`src/rtl/uart_rx_fifo.sv`:
```
// 8N1 UART receiver feeding a small first-word-fall-through byte FIFO.
// Sticky overrun / framing-error flags are cleared by i_clr_err; a set in the same cycle wins.
module uart_rx_fifo #(
    parameter int CLK_FREQ_HZ = 25000000,
    parameter int BAUD_RATE   = 115200,
    parameter int FIFO_DEPTH  = 4
) (
    input  logic       clk,
    input  logic       resetn,
    input  logic       i_rx,
    input  logic       i_rd,
    input  logic       i_clr_err,
    output logic [7:0] o_data,
    output logic       o_valid,
    output logic       o_overrun,
    output logic       o_frame_err
);
    localparam int DIV  = CLK_FREQ_HZ / BAUD_RATE;
    localparam int HALF = DIV / 2;
    localparam int CW   = (DIV > 1) ? $clog2(DIV) : 1;
    localparam int PW   = $clog2(FIFO_DEPTH);

    typedef enum logic [2:0] {IDLE, START, DATA, STOP, WAIT_IDLE} state_t;

    state_t        state;
    logic          sync1;
    logic          rx_s;
    logic [CW-1:0] cnt;
    logic [2:0]    bit_idx;
    logic [7:0]    shreg;

    logic [7:0]    mem [FIFO_DEPTH];
    logic [PW-1:0] wr_ptr;
    logic [PW-1:0] rd_ptr;
    logic [PW:0]   count;
    logic          full;
    logic          push_req;
    logic          pop;
    logic          push;

    always_ff @(posedge clk) begin
        if (!resetn) begin
            sync1 <= 1'b1;
            rx_s  <= 1'b1;
        end else begin
            sync1 <= i_rx;
            rx_s  <= sync1;
        end
    end

    // Sampling lands mid-bit: START waits HALF cycles, every later bit waits DIV.
    always_ff @(posedge clk) begin
        if (!resetn) begin
            state       <= IDLE;
            cnt         <= '0;
            bit_idx     <= '0;
            shreg       <= '0;
            o_frame_err <= 1'b0;
        end else begin
            if (i_clr_err) o_frame_err <= 1'b0;
            case (state)
                IDLE: begin
                    if (!rx_s) begin
                        state <= START;
                        cnt   <= CW'(HALF - 1);
                    end
                end
                START: begin
                    if (cnt == '0) begin
                        if (!rx_s) begin
                            state   <= DATA;
                            cnt     <= CW'(DIV - 1);
                            bit_idx <= '0;
                        end else begin
                            state <= IDLE;
                        end
                    end else begin
                        cnt <= cnt - 1'b1;
                    end
                end
                DATA: begin
                    if (cnt == '0) begin
                        shreg <= {rx_s, shreg[7:1]};
                        cnt   <= CW'(DIV - 1);
                        if (bit_idx == 3'd7) state <= STOP;
                        else bit_idx <= bit_idx + 1'b1;
                    end else begin
                        cnt <= cnt - 1'b1;
                    end
                end
                STOP: begin
                    if (cnt == '0) begin
                        if (rx_s) begin
                            state <= IDLE;
                        end else begin
                            o_frame_err <= 1'b1;
                            state       <= WAIT_IDLE;
                        end
                    end else begin
                        cnt <= cnt - 1'b1;
                    end
                end
                WAIT_IDLE: begin
                    // A held-low line (break) must not look like a new start bit.
                    if (rx_s) state <= IDLE;
                end
                default: state <= IDLE;
            endcase
        end
    end

    assign full     = (count == (PW + 1)'(FIFO_DEPTH));
    assign push_req = (state == STOP) && (cnt == '0) && rx_s;
    assign pop      = i_rd && (count != '0);
    assign push     = push_req && (!full || pop);

    always_ff @(posedge clk) begin
        if (push) mem[wr_ptr] <= shreg;
    end

    always_ff @(posedge clk) begin
        if (!resetn) begin
            wr_ptr    <= '0;
            rd_ptr    <= '0;
            count     <= '0;
            o_overrun <= 1'b0;
        end else begin
            if (push) wr_ptr <= wr_ptr + 1'b1;
            if (pop)  rd_ptr <= rd_ptr + 1'b1;
            if (push && !pop)      count <= count + 1'b1;
            else if (pop && !push) count <= count - 1'b1;
            if (push_req && !push) o_overrun <= 1'b1;
            else if (i_clr_err)    o_overrun <= 1'b0;
        end
    end

    assign o_valid = (count != '0);
    assign o_data  = o_valid ? mem[rd_ptr] : 8'h00;
endmodule
```
`config.mk`:
```
export PLATFORM = sky130hd
export DESIGN_NAME = uart_rx_fifo
export DESIGN_NICKNAME = d
export VERILOG_FILES = /design/src/rtl/uart_rx_fifo.sv
export SDC_FILE = /design/constraint.sdc
export NUM_CORES = 1
export LEC_CHECK = 0
export CORE_MARGIN = 2
export CORE_UTILIZATION = 51
export CTS_CLUSTER_DIAMETER = 30
export CTS_CLUSTER_SIZE = 30
export DETAILED_ROUTE_END_ITERATION = 10
export PLACE_DENSITY = 0.72
export SETUP_SLACK_MARGIN = 0.15
export SYNTH_ARGS = -nofsm -noshare
export SYNTH_HDL_FRONTEND = slang
export SYNTH_SLANG_ARGS = --single-unit
```
`constraint.sdc`:
```
create_clock -name clk -period 2.6 [get_ports clk]
set_input_delay 0.78 -clock clk [delete_from_list [all_inputs] [get_ports clk]]
set_output_delay 0.78 -clock clk [all_outputs]
set_load 0.02 [all_outputs]
```
==> results of run 1 <==
through the flow:
stage / cell area, um^2 / setup TNS (ps) / setup WS [ps] / instances
5_1_grt: 3660 / 0 / 45.1 / 383
6_report: 3660 / 0 / 93.2 / 383
3_3_place_gp: 3340 / -576 / -419 / 355
3_5_place_dp: 3340 / -1290 / -511 / 355
2_1_floorplan: 2990 / 0 / 22.0 / 260
4_1_cts: 3570 / 0 / 2.94 / 377
registers in the layout (all words and copies together), names as in the netlist, named ones only:
signal       count
mem             32
cnt              8
shreg            8
bit_idx          3
count            3
state            3
rd_ptr           2
wr_ptr           2
o_frame_err      1
o_overrun        1
rx_s             1
sync1            1
cells in the final DEF, fill, tap and decap left out, types with 3 or more instances in the layout:
master	instances
clkbuf_8	9
o21ai_0	8
inv_6	4
a21o_1	3
dfxtp_1	31
buf_4	30
dfxtp_2	3
nand3_1	14
a21oi_1	24
ha_1	6
edfxtp_1	32
nand2b_1	4
nand2_1	17
clkdlybuf4s50_1	5
mux4_2	8
and2_1	10
nor2_1	21
nor3_1	5
a31oi_1	4
inv_1	4
inv_2	3
a211oi_1	4
o31ai_1	3
xor2_1	5
buf_2	3
buf_6	6
where the power goes:
group,switching (uW),internal [uW],total (uW)
Combinational,403,397,800
Sequential,45.9,1140,1180
Clock,446,460,906
Total,894,1990,2890
cells by family after synthesis:
logic type | synth area share [%]
simple gates | 17.1
flops | 56.0
compound gates | 10.4
buf+inv | 3.67
fa+ha+maj | 4.38
mux | 6.41
xor+xnor | 2.07
Yosys cell counts, drive strengths merged:
cell type	count	area [um^2]
nor3b	2	26.3
a211oi	4	30.0
and2	14	90.1
or4	2	15.0
or3	4	30.0
nand3	14	70.1
nor4b	2	32.5
mux2i	1	10.0
nor4	3	33.8
o31ai	3	22.5
clkbuf	10	37.5
nand2b	4	25.0
ha	8	100
clkinv	1	3.75
buf	4	28.8
nor3	5	25.0
inv	9	38.8
edfxtp	32	961
fa	1	20.0
o21ai	8	40.0
mux4	8	180
a21oi	25	125
xor2	5	43.8
nand2	18	67.6
a21boi	1	7.51
o21a	1	7.51
dfxtp	35	701
nand3b	1	7.51
a31oi	4	25.0
a21o	3	22.5
maj3	1	10.0
a2bb2oi	2	17.5
xnor2	2	17.5
nor2	21	78.8
nor2b	1	6.26
a41o	1	10.0
metal layers:
| layer | wire length [um] | up-vias | global-route usage (%) |
|---|---|---|---|
| met1 | 2500 | 1002 | 24.3 |
| li1 | - | 1034 | - |
| met3 | 301 | 10 | 5.39 |
| met2 | 2980 | 55 | 33.1 |
| met5 | 0 | - | 0 |
| met4 | 136 | 0 | 9.66 |
final cells by class:
class / instances / area, um^2 / area share [%]
clock inverters: 7 / 83.8 / 2.29
repair buffers: 49 / 420 / 11.5
inverters: 10 / 45.0 / 1.23
multi-input cells: 169 / 1230 / 33.6
clock buffers: 9 / 124 / 3.38
well taps: 72 / 90.1 / 2.46
flip-flops and latches: 67 / 1670 / 45.6
worst paths after layout:
| check | cells past startpoint | endpoint | startpoint | slack [ps] |
|---|---|---|---|---|
| worst max-delay path | 5 | o_data[0] | register | 90 |
| worst min-delay path | 1 | rx_s | sync1 | 410 |
| worst max register to register | 11 | count[2] | cnt[0] | 150 |
| worst min register to register | 1 | rx_s | sync1 | 410 |
worst max-delay path: stages (launching register included):
cell and delay (ps):
dfxtp_2 350, buf_12 130, buf_4 110, mux4_2 470, and2_1 160, buf_2 150
repair_timing:
item,4_1_cts,5_1_grt
setup endpoints to repair,11,10
pin swaps,6,2
resized for setup,38,13
buffers inserted,6,6
==> results.cfg, run 1 <==
[sta]
report.final.setup_viol = 0
post-route-period-util_pct = 96.4
slew_violations = 0
slew_headroom_pct = 64.6
max_freq_mhz = 399
worstMarginPinSlew_ps = 529
min_period_ps = 2510
fin_skew_ps = 6.18
rsz0062_at_grt = yes
hold_violations = 0
whs_ps = 413

[clock_tree]
clk_latency_ps = 350
clkTransAtPathRegs_ps = 80
cts.path.max_buffers = 2
tritoncts = done
cts_hold_buf = 0
clock_sinks = 67
root_buffer = clkbuf_8
cts_made_buffers = 9
cts-htree-levels = 3

[grt]
first_global_vias = 2023
antenna_found_initial = 0
overflow = 0
grt_max_degree = 17
grt_pass1_wl_um = 9440
grtUsageTotal_pct = 20.0

[critical_path]
cp.required_ps = 1820
critPathKind = reg2out
path_max_fanout = 6
cp-end-kind = primary output
critPathArrivalTime_ps = 1730
cp-start-kind = register

[power]
power.total_uw = 2890
ir_drop_v = 0.000451
p_leak_uw = 0.00137
p_per_area_mw_per_mm2 = 788

[logic_synthesis]
syn_area_mm2 = 0.00297
synth_seq_cells = 67
ys_types = 45
yosysWarningCount = 0
synthCells = 260
ys_seq_area_share_pct = 56.0
synthesis.nets = 274
synth_area_per_cell_um2 = 11.4

[placement]
dp_hpwl_um = 3880
place_congestion = 0.833
io_buffers = 15

[die]
start_util_pct = 53.2
core_area_mm2 = 0.00557
ios = 16
num_rows = 27
die_x_um = 80.3
chipHeight_um = 80.3
die_area_mm2 = 0.00645

[finish]
area_growth_pct = 23.4
drive_gt1_share_pct = 28.6
nFillCells = 431
diodes = 0
fin_util_pct = 65.7
nNetsFinal = 320

[routing]
drc_errors = 0
initialDrtViolationCount = 121
wl_per_cell_um = 15.4
viasPerCell = 5.49
wl_um = 5920
ant_nets = 0
vias = 2101
firstDrtPassIters = 4

[outcome]
status = complete, no violations

[job]
drv_cap = 0

[min_path]
hold_path_class = reg2reg
Note: power is estimated with default switching activity, not from simulation.
==> run 2: changes to the inputs <==
--- a/config.mk
+++ b/config.mk
@@ -6,11 +6,12 @@
 export NUM_CORES = 1
 export LEC_CHECK = 0
 export CORE_MARGIN = 2
-export CORE_UTILIZATION = 51
+export CORE_UTILIZATION = 53
 export CTS_CLUSTER_DIAMETER = 30
 export CTS_CLUSTER_SIZE = 30
 export DETAILED_ROUTE_END_ITERATION = 10
-export PLACE_DENSITY = 0.72
+export GPL_TIMING_DRIVEN = 0
+export PLACE_DENSITY = 0.75
 export SETUP_SLACK_MARGIN = 0.15
 export SYNTH_ARGS = -nofsm -noshare
 export SYNTH_HDL_FRONTEND = slang
==> results.cfg, run 2 (synthesis gave the netlist of run 1 again) <==
[outcome]
status = complete, no violations

[routing]
drc_errors = 0
firstDrtPassIters = 4
wl_um = 5590
viasPerCell = 5.54
vias = 2066
initialDrtViolationCount = 103
wl_per_cell_um = 15.0
ant_nets = 0

[critical_path]
critPathKind = reg2reg
crit_chain = inv_2 -> ha_4 -> nor3b_4 -> nand2_2 -> nor4b_4 -> ha_2 -> inv_2 -> fa_2 -> xor2_1 -> or3_1 -> a21oi_2
cp-start-kind = register
crit_path_frequent_cell = inv_2
cp-end-kind = register
path_buf_inv = 2
slowest_delay_ps = 350
slowest_stage = dfxtp_2
cp_top_family = simple AND/OR/NAND/NOR gates
cp.required_ps = 2870
path_max_fanout = 5
critPathArrivalTime_ps = 2790

[finish]
layout_common_cells = 32 x dfxtp_1, 32 x edfxtp_1, 24 x a21oi_1
area_growth_pct = 19.1
design_area_mm2 = 0.00353
fin_util_pct = 64.6
reg.largest.list = mem (32), cnt (8), shreg (8)
instances_no_fill = 373
regMostFlops = mem
drive_gt1_share_pct = 24.3
nNetsFinal = 310
largest_register_ffs = 32
diodes = 0

[job]
drv_cap = 0

[die]
die_x_um = 78.8
chipHeight_um = 78.8
num_rows = 27
start_util_pct = 54.2
die_area_mm2 = 0.00621
ios = 16
core_area_mm2 = 0.00547

[sta]
min_period_ps = 2520
slew_violations = 0
hold_violations = 0
fin_skew_ps = 8.55
rsz0062_at_grt = yes
worstMarginPinSlew_ps = 535
slew_headroom_pct = 64.3
report.final.setup_viol = 0
max_freq_mhz = 397
post-route-period-util_pct = 96.9

[placement]
dp_hpwl_um = 3820
dpl.cell_count = 346
io_buffers = 14
place_congestion = 0.841
place_area_mm2 = 0.00322

[grt]
overflow = 0
grt_pass1_wl_um = 9490
grt_max_degree = 12
first_global_vias = 2042
antenna_found_initial = 0
grtUsageTotal_pct = 20.2

[clock_tree]
cts-htree-levels = 3
root_buffer = clkbuf_8
tritoncts = done
cts.path.max_buffers = 2
clk_latency_ps = 340
cts_made_buffers = 9
clock_sinks = 67
clkTransAtPathRegs_ps = 70

[power]
ir_drop_v = 0.000443
power.total_uw = 2700
p_leak_uw = 0.00128
p_per_area_mw_per_mm2 = 765

[min_path]
hold_path_class = reg2reg
[run 2: changes by cell type in the layout (fill, tap and decap cells not counted), sizes merged]
cell / change
clkbuf: +9
buf: -17
clkinv: +3
clkinvlp: +1
clkdlybuf4s50: -1
dlygate4sd2: -1
bufinv: -1
inv: -4
clkdlybuf4s15: +1
[run 2: power breakdown]
part	internal [uW]	switching [uW]	leakage (uW)	total [uW]
Clock	335	375	0.0000771	710
Sequential	1140	41.5	0.000582	1180
Combinational	410	403	0.000624	813
Total	1880	820	0.00128	2700
[run 2: metal layers]
layer	GRT usage, %	share of wire (%)	wire, um
met1	22.7	42	2340
met2	35.6	53	2950
met3	3.98	3.2	180
met4	11.9	2.2	122
met5	0	0	0
[run 2: layout make-up]
cell class                      count  area (um^2)
Fill cell                         451         1940
Multi-Input combinational cell    169         1240
Sequential cell                    67         1670
Clock inverter                      6         32.5
Tap cell                           72         90.1
Inverter                           10         42.5
Timing Repair Buffer               25          239
Clock buffer                       10          128
Buffer                             14         93.8
[run 2: repair_timing]
action / 4_1_cts / 5_1_grt
endpoints found under the setup margin: 13 / 10
hold buffers: 0 / 0
buffers inserted: 8 / 3
pin swaps: 4 / 5
gates resized for setup: 42 / 28
[run 2: worst paths after layout]
| kind | start | slack (ps) | endpoint | cells past startpoint |
|---|---|---|---|---|
| hold / removal | sync1 | 410 | rx_s | 1 |
| setup / recovery | cnt[1] | 80 | count[2] | 11 |
| setup reg to reg | cnt[1] | 80 | count[2] | 11 |
| hold reg to reg | sync1 | 410 | rx_s | 1 |
[run 2: stage by stage]
| stage | setup slack [ps] | TNS [ps] | hold WS, ps |
|---|---|---|---|
| 2_1_floorplan | 22.0 | 0 | 386 |
| 3_5_place_dp | -653 | -9530 | 395 |
| 5_1_grt | -55.6 | -55.6 | 423 |
| 3_3_place_gp | -587 | -8770 | 388 |
| 4_1_cts | 18.6 | 0 | 411 |
| 6_report | 81.7 | 0 | 408 |
